`src/rtl/mem_port_arbiter_pkg.sv`:
```
// mem_port_arbiter_pkg: shared state, destination encodings and defaults for the RAM port arbiter
package mem_port_arbiter_pkg;
  typedef enum logic [1:0] {IDLE, DACC, IBURST, RESP} state_t;
  typedef enum logic {DST_I, DST_D} dest_t;
  localparam int WIDTH_DEF = 12;
  localparam int LINE_WORDS_DEF = 4;
endpackage

```
`src/rtl/mem_port_arbiter_rr_arb2.sv`:
```
// rr_arb2: two-way round-robin grant that remembers which side was served last
module rr_arb2 (
  input  logic clk,
  input  logic rst,
  input  logic req_d,
  input  logic req_i,
  input  logic en,
  output logic gnt_d,
  output logic gnt_i
);
  logic last_i;
  // on contention serve the side that was not served last; reset favours data
  always_comb begin
    gnt_d = req_d && (!req_i || last_i);
    gnt_i = req_i && (!req_d || !last_i);
  end
  // remember the winner of each accepted grant
  always_ff @(posedge clk or posedge rst)
    if (rst) last_i <= 1'b1;
    else if (en && (gnt_d || gnt_i)) last_i <= gnt_i;
endmodule

```
`src/rtl/mem_port_arbiter.sv`:
```
// mem_port_arbiter: shares one RAM port between icache line refills and single-word data accesses
module mem_port_arbiter
  import mem_port_arbiter_pkg::*;
#(
  parameter int WIDTH = WIDTH_DEF,
  parameter int LINE_WORDS = LINE_WORDS_DEF,
  localparam int IDXW = $clog2(LINE_WORDS)
) (
  input  logic             clk,
  input  logic             rst,
  input  logic             i_ireq,
  input  logic [WIDTH-1:0] i_iaddr,
  output logic             o_ivalid,
  output logic [31:0]      o_idata,
  output logic [IDXW-1:0]  o_iidx,
  output logic             o_idone,
  input  logic             i_dreq,
  input  logic             i_dwe,
  input  logic [WIDTH-1:0] i_daddr,
  input  logic [31:0]      i_ddata,
  output logic             o_dvalid,
  output logic [31:0]      o_ddata,
  output logic             o_mem_we,
  output logic [WIDTH-1:0] o_mem_addr,
  output logic [31:0]      o_mem_data,
  input  logic [31:0]      i_mem_data
);
  localparam logic [IDXW-1:0] LAST = IDXW'(LINE_WORDS - 1);
  state_t state;
  dest_t ret_dest;
  logic ret_valid, ret_st, gnt_d, gnt_i;
  logic [IDXW-1:0] cnt, cnt_nx, ret_idx;
  rr_arb2 u_arb (
    .clk  (clk),
    .rst  (rst),
    .req_d(i_dreq),
    .req_i(i_ireq),
    .en   (state == IDLE),
    .gnt_d(gnt_d),
    .gnt_i(gnt_i)
  );
  // next burst word index; wraps inside the line so addresses never leave it
  always_comb cnt_nx = cnt + IDXW'(1);
  // FSM drives the RAM port a cycle ahead and tags each issued read in the return register
  always_ff @(posedge clk or posedge rst)
    if (rst) begin
      state <= IDLE;
      cnt <= '0;
      ret_valid <= 1'b0;
      ret_dest <= DST_D;
      ret_idx <= '0;
      ret_st <= 1'b0;
      o_mem_we <= 1'b0;
      o_mem_addr <= '0;
      o_mem_data <= '0;
    end else begin
      o_mem_we <= 1'b0;
      o_mem_addr <= '0;
      o_mem_data <= '0;
      ret_valid <= 1'b0;
      case (state)
        IDLE:
          if (gnt_d) begin
            state <= DACC;
            o_mem_we <= i_dwe;
            o_mem_addr <= i_daddr;
            o_mem_data <= i_dwe ? i_ddata : '0;
          end else if (gnt_i) begin
            state <= IBURST;
            cnt <= '0;
            o_mem_addr <= {i_iaddr[WIDTH-1:IDXW], {IDXW{1'b0}}};
          end
        DACC: begin
          state <= RESP;
          ret_valid <= 1'b1;
          ret_dest <= DST_D;
          ret_st <= o_mem_we;
        end
        IBURST: begin
          state <= (cnt == LAST) ? RESP : IBURST;
          ret_valid <= 1'b1;
          ret_dest <= DST_I;
          ret_idx <= cnt;
          ret_st <= 1'b0;
          cnt <= cnt_nx;
          o_mem_addr <= (cnt == LAST) ? '0 : {o_mem_addr[WIDTH-1:IDXW], cnt_nx};
        end
        default: state <= IDLE;
      endcase
    end
  // returned word is steered straight from the RAM to whichever side the tag names
  always_comb begin
    o_dvalid = ret_valid && (ret_dest == DST_D);
    o_ivalid = ret_valid && (ret_dest == DST_I);
    o_ddata = (o_dvalid && !ret_st) ? i_mem_data : '0;
    o_idata = o_ivalid ? i_mem_data : '0;
    o_iidx = o_ivalid ? ret_idx : '0;
    o_idone = o_ivalid && (ret_idx == LAST);
  end
endmodule

```
`config.mk`:
```
export PLATFORM = sky130hd
export DESIGN_NAME = mem_port_arbiter
export DESIGN_NICKNAME = d
export VERILOG_FILES = /design/src/rtl/mem_port_arbiter_pkg.sv /design/src/rtl/mem_port_arbiter_rr_arb2.sv /design/src/rtl/mem_port_arbiter.sv
export SDC_FILE = /design/constraint.sdc
export NUM_CORES = 1
export LEC_CHECK = 0
export CORE_MARGIN = 2
export CORE_UTILIZATION = 36
export DETAILED_ROUTE_END_ITERATION = 8
export GPL_ROUTABILITY_DRIVEN = 0
export GPL_TIMING_DRIVEN = 0
export PLACE_DENSITY_LB_ADDON = 0.08
export SKIP_CTS_REPAIR_TIMING = 1
export SYNTH_ARGS = -nofsm -noshare
export SYNTH_HDL_FRONTEND = slang
export SYNTH_SLANG_ARGS = --single-unit
```
`constraint.sdc`:
```
create_clock -name clk -period 4 [get_ports clk]
set_input_delay 0.8 -clock clk [delete_from_list [all_inputs] [get_ports clk]]
set_output_delay 0.8 -clock clk [all_outputs]
set_load 0.1 [all_outputs]
```
Word-level counts from Yosys, hierarchy flattened
Cells that the tools add are included.
W data, S select, Z words.
{"block": "word_totals", "ff_bits": 55, "input_bits": 93, "output_inout_bits": 114, "elab_cells": 62}
{"block": "classes", "add_sub_neg": 1, "eq_ne": 8, "muxes": 22, "bitwise_logic": 1, "reduce_logical": 19}
{"operator": "$mux W32", "count": 5}
{"operator": "$mux W12", "count": 3}
{"operator": "$pmux W12 S2", "count": 1}
{"operator": "$mux W2", "count": 5}
{"operator": "$logic_and A1 B1 Y1", "count": 7}
{"operator": "$eq A2 B2 Y1 const B", "count": 3}
{"operator": "$ne A2 B2 Y1 const B", "count": 3}
{"operator": "$pmux W2 S3", "count": 1}
{"operator": "$logic_not A1 Y1", "count": 4}
{"operator": "$mux W1", "count": 4}
{"operator": "$pmux W1 S2", "count": 2}
{"operator": "$pmux W2 S2", "count": 1}
{"operator": "$reduce_bool A2 Y1", "count": 2}
{"operator": "$logic_or A1 B1 Y1", "count": 3}
{"operator": "$ne A3 B3 Y1 const B", "count": 1}
{"operator": "$reduce_and A3 Y1", "count": 1}
{"operator": "$add A2 B1 Y2 const B", "count": 1}
{"operator": "$eq A2 B1 Y1 const B", "count": 1}
{"operator": "$logic_not A2 Y1", "count": 1}
{"operator": "$reduce_or A2 Y1", "count": 1}
{"operator": "$not A1 Y1", "count": 1}

Logic depth before layout (Yosys ltp)
Gate-level depths: netlist (run 1).
{"block": "logic_depth", "ltp_word": 6, "mapped_depth": 7, "ltp_nobuf": 5}

Cells and area by module
From an unflattened synthesis (run 1), not the netlist that was laid out.
{"block": "unflattened", "cells_unflattened": 257, "hier_area_um2": 2656.3}
{"mod": "mem_port_arbiter", "n_inst": 1, "cells_each": 250, "area_per_inst_um2": 2596.2}
{"mod": "rr_arb2", "n_inst": 1, "cells_each": 7, "area_per_inst_um2": 60.1}

Worst setup path before layout (run 1)
OpenSTA, ideal clock, no wires.
{"block": "synth_timing", "path_type": "register -> output", "start": "reg ret_dest", "end": "out o_ddata[22]", "arrival_ns": 2.598, "required_time_ns": 3.200, "slack_ns": 0.602, "path_stages_with_launch": 4, "n_path_buf": 1, "cell_sequence": "dfstp_2 > and2_1 > clkbuf_1 > and3_1"}
{"block": "synth_between", "elab_chain_cells": 3}
{"item": "start, declared", "line_no": "mem_port_arbiter.sv:30", "source": "dest_t ret_dest;"}
{"item": "start signal, assigned", "line_no": "mem_port_arbiter.sv:50", "source": "ret_dest <= DST_D;"}
{"item": "start signal, assigned", "line_no": "mem_port_arbiter.sv:76", "source": "ret_dest <= DST_D;"}
{"item": "start signal, assigned", "line_no": "mem_port_arbiter.sv:82", "source": "ret_dest <= DST_I;"}
{"item": "$logic_and A1 B1 Y1", "line_no": "mem_port_arbiter.sv:93", "source": "o_dvalid = ret_valid && (ret_dest == DST_D);"}
{"item": "named net o_dvalid", "line_no": "mem_port_arbiter.sv:21", "source": "output logic o_dvalid,"}
{"item": "$logic_and A1 B1 Y1", "line_no": "mem_port_arbiter.sv:95", "source": "o_ddata = (o_dvalid && !ret_st) ? i_mem_data : '0;"}
{"item": "$mux W32", "line_no": "mem_port_arbiter.sv:95"}
{"item": "end, declared", "line_no": "mem_port_arbiter.sv:22", "source": "output logic [31:0] o_ddata,"}
The timed path passes the listed nets, and every way through them passes these cells.

Worst setup path after layout (run 1)
{"block": "layout_timing", "start": "reg ret_dest", "end": "out o_idata[4]"}
{"block": "layout_between", "elab_chain_cells": 3}
{"item": "$not A1 Y1", "line_no": "mem_port_arbiter.sv:94", "source": "o_ivalid = ret_valid && (ret_dest == DST_I);"}
{"item": "$logic_and A1 B1 Y1", "line_no": "mem_port_arbiter.sv:94"}
{"item": "$mux W32", "line_no": "mem_port_arbiter.sv:96", "source": "o_idata = o_ivalid ? i_mem_data : '0;"}
{"item": "end, declared", "line_no": "mem_port_arbiter.sv:14", "source": "output logic [31:0] o_idata,"}
No other way between the ends.

==> results of run 1 <==
[state kept, by name (all words and copies together) (netlist names)]
register,count
cnt,2
o_mem_addr,12
o_mem_data,32
o_mem_we,1
ret_dest,1
ret_idx,2
ret_st,1
ret_valid,1
state,2
u_arb.last_i,1
[worst max-delay path, cell delays in order, from the launching register on]
cell             delay [ps]
dfstp_2                 380
nor2b_1                 410
clkbuf_1                360
and2_1                  180
clkdlybuf4s50_1        1150
[cells in the mapped netlist (3+ instances only)]
cell | instances | area (sq um)
dfrtp_1 | 53 | 1330
a22o_1 | 3 | 26.3
and3_1 | 34 | 213
buf_6 | 4 | 45.0
nor2b_1 | 5 | 31.3
inv_1 | 7 | 26.3
and2_1 | 77 | 482
a221o_1 | 10 | 100
nand3b_1 | 3 | 22.5
ha_1 | 5 | 62.6
clkbuf_1 | 10 | 37.5
[logic make-up after synthesis]
family                   count (synthesis)  share of synthesized area
AND/OR/NAND/NOR                        128                      0.313
buffers and inverters                   24                     0.0481
adder cells (fa/ha/maj)                  5                     0.0238
multiplexers                             4                     0.0162
flip-flops                              55                      0.525
AO/OA/AOI/OAI                           22                     0.0743
[metal layers]
layer | GRT usage | up-vias | share of wire
met1 | 0.212 | 1180 | 0.40
li1 | - | 1222 | -
met3 | 0.0674 | 16 | 0.089
met4 | 0.0706 | 0 | 0.023
met5 | 0 | - | 0
met2 | 0.312 | 114 | 0.49
[final timing paths]
path / end / cells after the start
hold / removal: ret_dest$_DFFE_PP1P_ / 2
min in group asynchronous: o_mem_addr[5]$_DFFE_PP0P_ / 2
hold reg to reg: ret_dest$_DFFE_PP1P_ / 2
max in group asynchronous: o_mem_data[23]$_DFF_PP0_ / 3
setup / recovery: o_idata[4] / 4
setup reg to reg: o_mem_addr[9]$_DFFE_PP0P_ / 6
[area by class of cell]
| cell class | instances | area share |
|---|---|---|
| clock inverter | 1 | 0.00178 |
| timing repair buffer | 205 | 0.420 |
| buffer | 17 | 0.0204 |
| multi-input combinational | 159 | 0.228 |
| inverter | 7 | 0.00535 |
| tap | 99 | 0.0252 |
| sequential | 55 | 0.281 |
| clock buffer | 7 | 0.0176 |
[stage by stage]
step | utilization | worst slack [ps]
3_3_place_gp | 0.668 | 648
3_5_place_dp | 0.671 | 620
2_1_floorplan | - | 602
6_report | 0.684 | 403
4_1_cts | 0.684 | 394
5_1_grt | 0.684 | 210
==> results.md, run 1 <==
- Status: completed
- Core footprint: 0.00718 sq mm
- Mapped Avg Cell Area: 11.0 sq um
- Clk root buf: clkbuf_8
- Max Freq: 278 MHz
- Fill cells: 576
- Largest net degree at the start of global routing: 36
- Worst slew pin tran: 1010 ps
- CP Class: flip-flop to output port
- First-pass GRT wire length: 11300 microns
- Synth-to-Final Area Change: 86.9%
- Seq/Total Area, Yosys: 0.525
- Drt first pass iters: 4
- Critical path endpoint category: output port
- Final period util: 0.899
- Placed cell area: 0.00481 sq mm
- ANT nets after route: 0
- Final wirelength: 7840 microns
- Port bufs: 204
- Yosys reg bits: 55
- RSZ-0062 raised after global routing: false
- CTS Buf Count: 5
- DR iter-0 viols: 60
- Syn nets: 336
- Arr. time, crit path: 2800 ps
- Row count: 31
- Post-route insts no fill: 550
- Slew Viols, Final: 0
- Number of global-route vias before repair: 2313
- Hold_ws: 489 ps
- Unique masters post-synth: 32
- I/O pin count: 207
- FFs w/ async S/R, synth: 1.00
- Nets: 548
- Initial antenna violation count: 0
- Crit path time final: 3600 ps
- Via count: 2532
- Die footprint: 0.00799 sq mm
- Final Hold Fails: 0
- Commonest non-fill, non-tap cell in the layout: clkdlybuf4s50_1
- Post-synth EDFFs: 0
- H-tree levels: 2
- Avg WL per Cell: 14.3 microns
- Crit path max fanout: 10
- Worst Setup SP: ret_dest$_DFFE_PP1P_
- CTS sink count: 55
- Critical path required time: 3200 ps
- Post-detail-place hpwl: 6260 microns
- Worst hold path type: flip-flop to flip-flop
- Yosys warning total: 0
- Diodes inserted: 0
- Register area: 0.00138 sq mm
- Multi-input gate area: 0.00112 sq mm
- Post-Syn Area: 0.00263 sq mm
- Placed Cells: 542
- R2R Path Start: state[1]$_DFFE_PP0P_
- Clk_skew: 6.80 ps
- R2R Setup Slk: 2200 ps
- Vias per cell: 4.60
- Ys flop type: dfrtp_1
- Commonest non-fill, non-tap cells in the layout: clkdlybuf4s50_1 (204), and2_1 (77), dfrtp_1 (53), and3_1 (34), clkbuf_1 (11)
- Min-delay src: ret_dest$_DFFE_PP1P_
- Die Ht: 89.4 microns
- Final Setup Violations: 0
- Total global-route track usage: 0.184
- DRC viols: 0
- TritonCTS clock tree: yes
- CP Launch Type: flip-flop
- Ratio of cells with drive above 1 in the final layout: 0.0510
- Setup total negative slack: 0 ps
- Final instance area: 0.00491 sq mm
- Cells after synthesis: 238
- Clock slew at reported path FFs: 90 ps
- Initial Util: 0.366
- Width of the chip: 89.4 microns
- CTS Buffer Depth: 2
- Skew-Pair Late Insertion Delay: 310 ps
- Slew margin rel.: 0.325
- Global route total overflow: 0
- Maxcap violations: 0
Power of run 1 is left out: the tool's default activity adds up to more than one toggle a clock period on the data nets, which glitch-free logic cannot reach.
==> run 2, diff against run 1 <==
--- a/config.mk
+++ b/config.mk
@@ -5,12 +5,14 @@
 export SDC_FILE = /design/constraint.sdc
 export NUM_CORES = 1
 export LEC_CHECK = 0
+export CORE_ASPECT_RATIO = 1.75
 export CORE_MARGIN = 2
 export CORE_UTILIZATION = 36
 export DETAILED_ROUTE_END_ITERATION = 8
 export GPL_ROUTABILITY_DRIVEN = 0
 export GPL_TIMING_DRIVEN = 0
 export PLACE_DENSITY_LB_ADDON = 0.08
+export RECOVER_POWER = 100
 export SKIP_CTS_REPAIR_TIMING = 1
 export SYNTH_ARGS = -nofsm -noshare
 export SYNTH_HDL_FRONTEND = slang
==> run 2 against run 1 <==
  * First-iteration DRC count increased by 8.3%
  * Maximum frequency decreased by 0.40%
  * Final cell count shrank 2.4%
  * Design area is 0.87% lower
  * Global-route usage up 1.6 points
  * Wire length is 1.1% higher
  * The flow now finishes with violations (capacitance limit, slew limit)
  * Via count rose by 2.4%
  * Critical path type unchanged
  * Worst hold slack got worse by 17 ps
  * Critical path depth unchanged
==> results.md, run 2 (synthesis gave the netlist of run 1 again) <==
- R2R Setup Slk: 1650 ps
- H-tree levels: 2
- Row count: 41
- Critical path required time: 3200 ps
- Initial antenna violation count: 0
- Final Setup Violations: 0
- Status: finished with violations
- Synth-to-Final Area Change: 85.2%
- Port bufs: 204
- DRC viols: 0
- R2R Path Start: state[0]$_DFFE_PP0P_
- Max Freq: 277 MHz
- Biggest register: o_mem_data
- Slew margin rel.: -0.0574
- Core footprint: 0.00713 sq mm
- Die Ht: 117 microns
- Global route total overflow: 0
- Final period util: 0.903
- Slew Viols, Final: 32
- Crit path time final: 3610 ps
- Number of global-route vias before repair: 2474
- ANT nets after route: 0
- DR iter-0 viols: 65
- Post-detail-place hpwl: 6380 microns
- Critical path endpoint category: output port
- Largest net degree at the start of global routing: 32
- CTS Buf Count: 5
- Width of the chip: 68.6 microns
- Clk_skew: 5.24 ps
- Initial Util: 0.368
- First-pass GRT wire length: 12000 microns
- CTS Buffer Depth: 2
- Worst reg-to-reg path cell count: 6
- Regs by FF count: o_mem_data (32), o_mem_addr (12)
- Maxcap violations: 1
- Total global-route track usage: 0.200
- I/O pin count: 207
- Ratio of cells with drive above 1 in the final layout: 0.0310
- Worst slew pin tran: 1590 ps
- Violated checks: capacitance limit, slew limit
- CP endpoint: o_idata[8]
- Worst Setup SP: ret_dest$_DFFE_PP1P_
- CTS sink count: 55
- Drt first pass iters: 4
- Die footprint: 0.00802 sq mm
- RSZ-0062 raised after global routing: false
- Final Hold Fails: 0
- Crit path max fanout: 10
- Vias per cell: 4.83
- Avg WL per Cell: 14.8 microns
- Max reg flops: 32
- RR Endpoint: o_mem_addr[3]$_DFFE_PP0P_
- Nets: 548
- Final wirelength: 7930 microns
- CP Class: flip-flop to output port
- Fill cells: 615
- Skew-Pair Late Insertion Delay: 290 ps
- CP Launch Type: flip-flop
- TritonCTS clock tree: yes
- Worst hold path type: flip-flop to flip-flop
- Diodes inserted: 0
- Commonest non-fill, non-tap cells in the layout: dlygate4sd3_1 (116), clkdlybuf4s50_1 (88), and2_1 (59), dfrtp_1 (53), and3_1 (34)
- Clk root buf: clkbuf_16
- Setup total negative slack: 0 ps
- Via count: 2594
- Arr. time, crit path: 2810 ps
- Commonest non-fill, non-tap cell in the layout: dlygate4sd3_1
- Clock slew at reported path FFs: 70 ps
[run 2: cell type report]
class | count | area, sq um | area share
timing repair buffer | 205 | 2050 | 0.421
sequential | 55 | 1380 | 0.283
multi-input combinational | 159 | 1100 | 0.226
clock inverter | 2 | 12.5 | 0.00257
clock buffer | 6 | 129 | 0.0265
tap | 86 | 108 | 0.0221
buffer | 17 | 66.3 | 0.0136
inverter | 7 | 26.3 | 0.00540
[run 2: stage by stage]
step / hold slack, ps / utilization / setup slack (ps) / std cells / instance area (sq um)
4_1_cts: 476 / 0.692 / 413 / 537 / 4940
2_1_floorplan: 449 / - / 602 / 238 / 2630
5_1_grt: 497 / 0.682 / 207 / 537 / 4860
3_3_place_gp: 460 / 0.670 / 600 / 528 / 4780
3_5_place_dp: 463 / 0.673 / 591 / 529 / 4800
6_report: 472 / 0.682 / 389 / 537 / 4860
[run 2: worst min path at each step]
stage / end / cells after the start / slack [ps] / startpoint
2_1_floorplan: ret_dest$_DFFE_PP1P_ / 2 / 450 / ret_dest$_DFFE_PP1P_
3_3_place_gp: ret_dest$_DFFE_PP1P_ / 2 / 460 / ret_dest$_DFFE_PP1P_
3_5_place_dp: ret_dest$_DFFE_PP1P_ / 2 / 460 / ret_dest$_DFFE_PP1P_
4_1_cts: ret_dest$_DFFE_PP1P_ / 2 / 480 / ret_dest$_DFFE_PP1P_
5_1_grt: ret_dest$_DFFE_PP1P_ / 2 / 500 / ret_dest$_DFFE_PP1P_
6_report: ret_dest$_DFFE_PP1P_ / 2 / 470 / ret_dest$_DFFE_PP1P_
[run 2: critical path, stage by stage, from the launching register on]
cell and delay [ps]:
dfstp_2 370, nor2b_1 390, clkbuf_1 340, and2_1 200
dlygate4sd3_1 1200
[run 2: metal layers]
metal | global-route usage | wire (microns) | vias to the layer above
met3 | 0.0727 | 1010 | 12
li1 | - | - | 1224
met4 | 0.0853 | 197 | 0
met1 | 0.184 | 2400 | 1214
met2 | 0.376 | 4310 | 144
met5 | 0 | 0 | -
Power of run 2 is left out for the same reason.
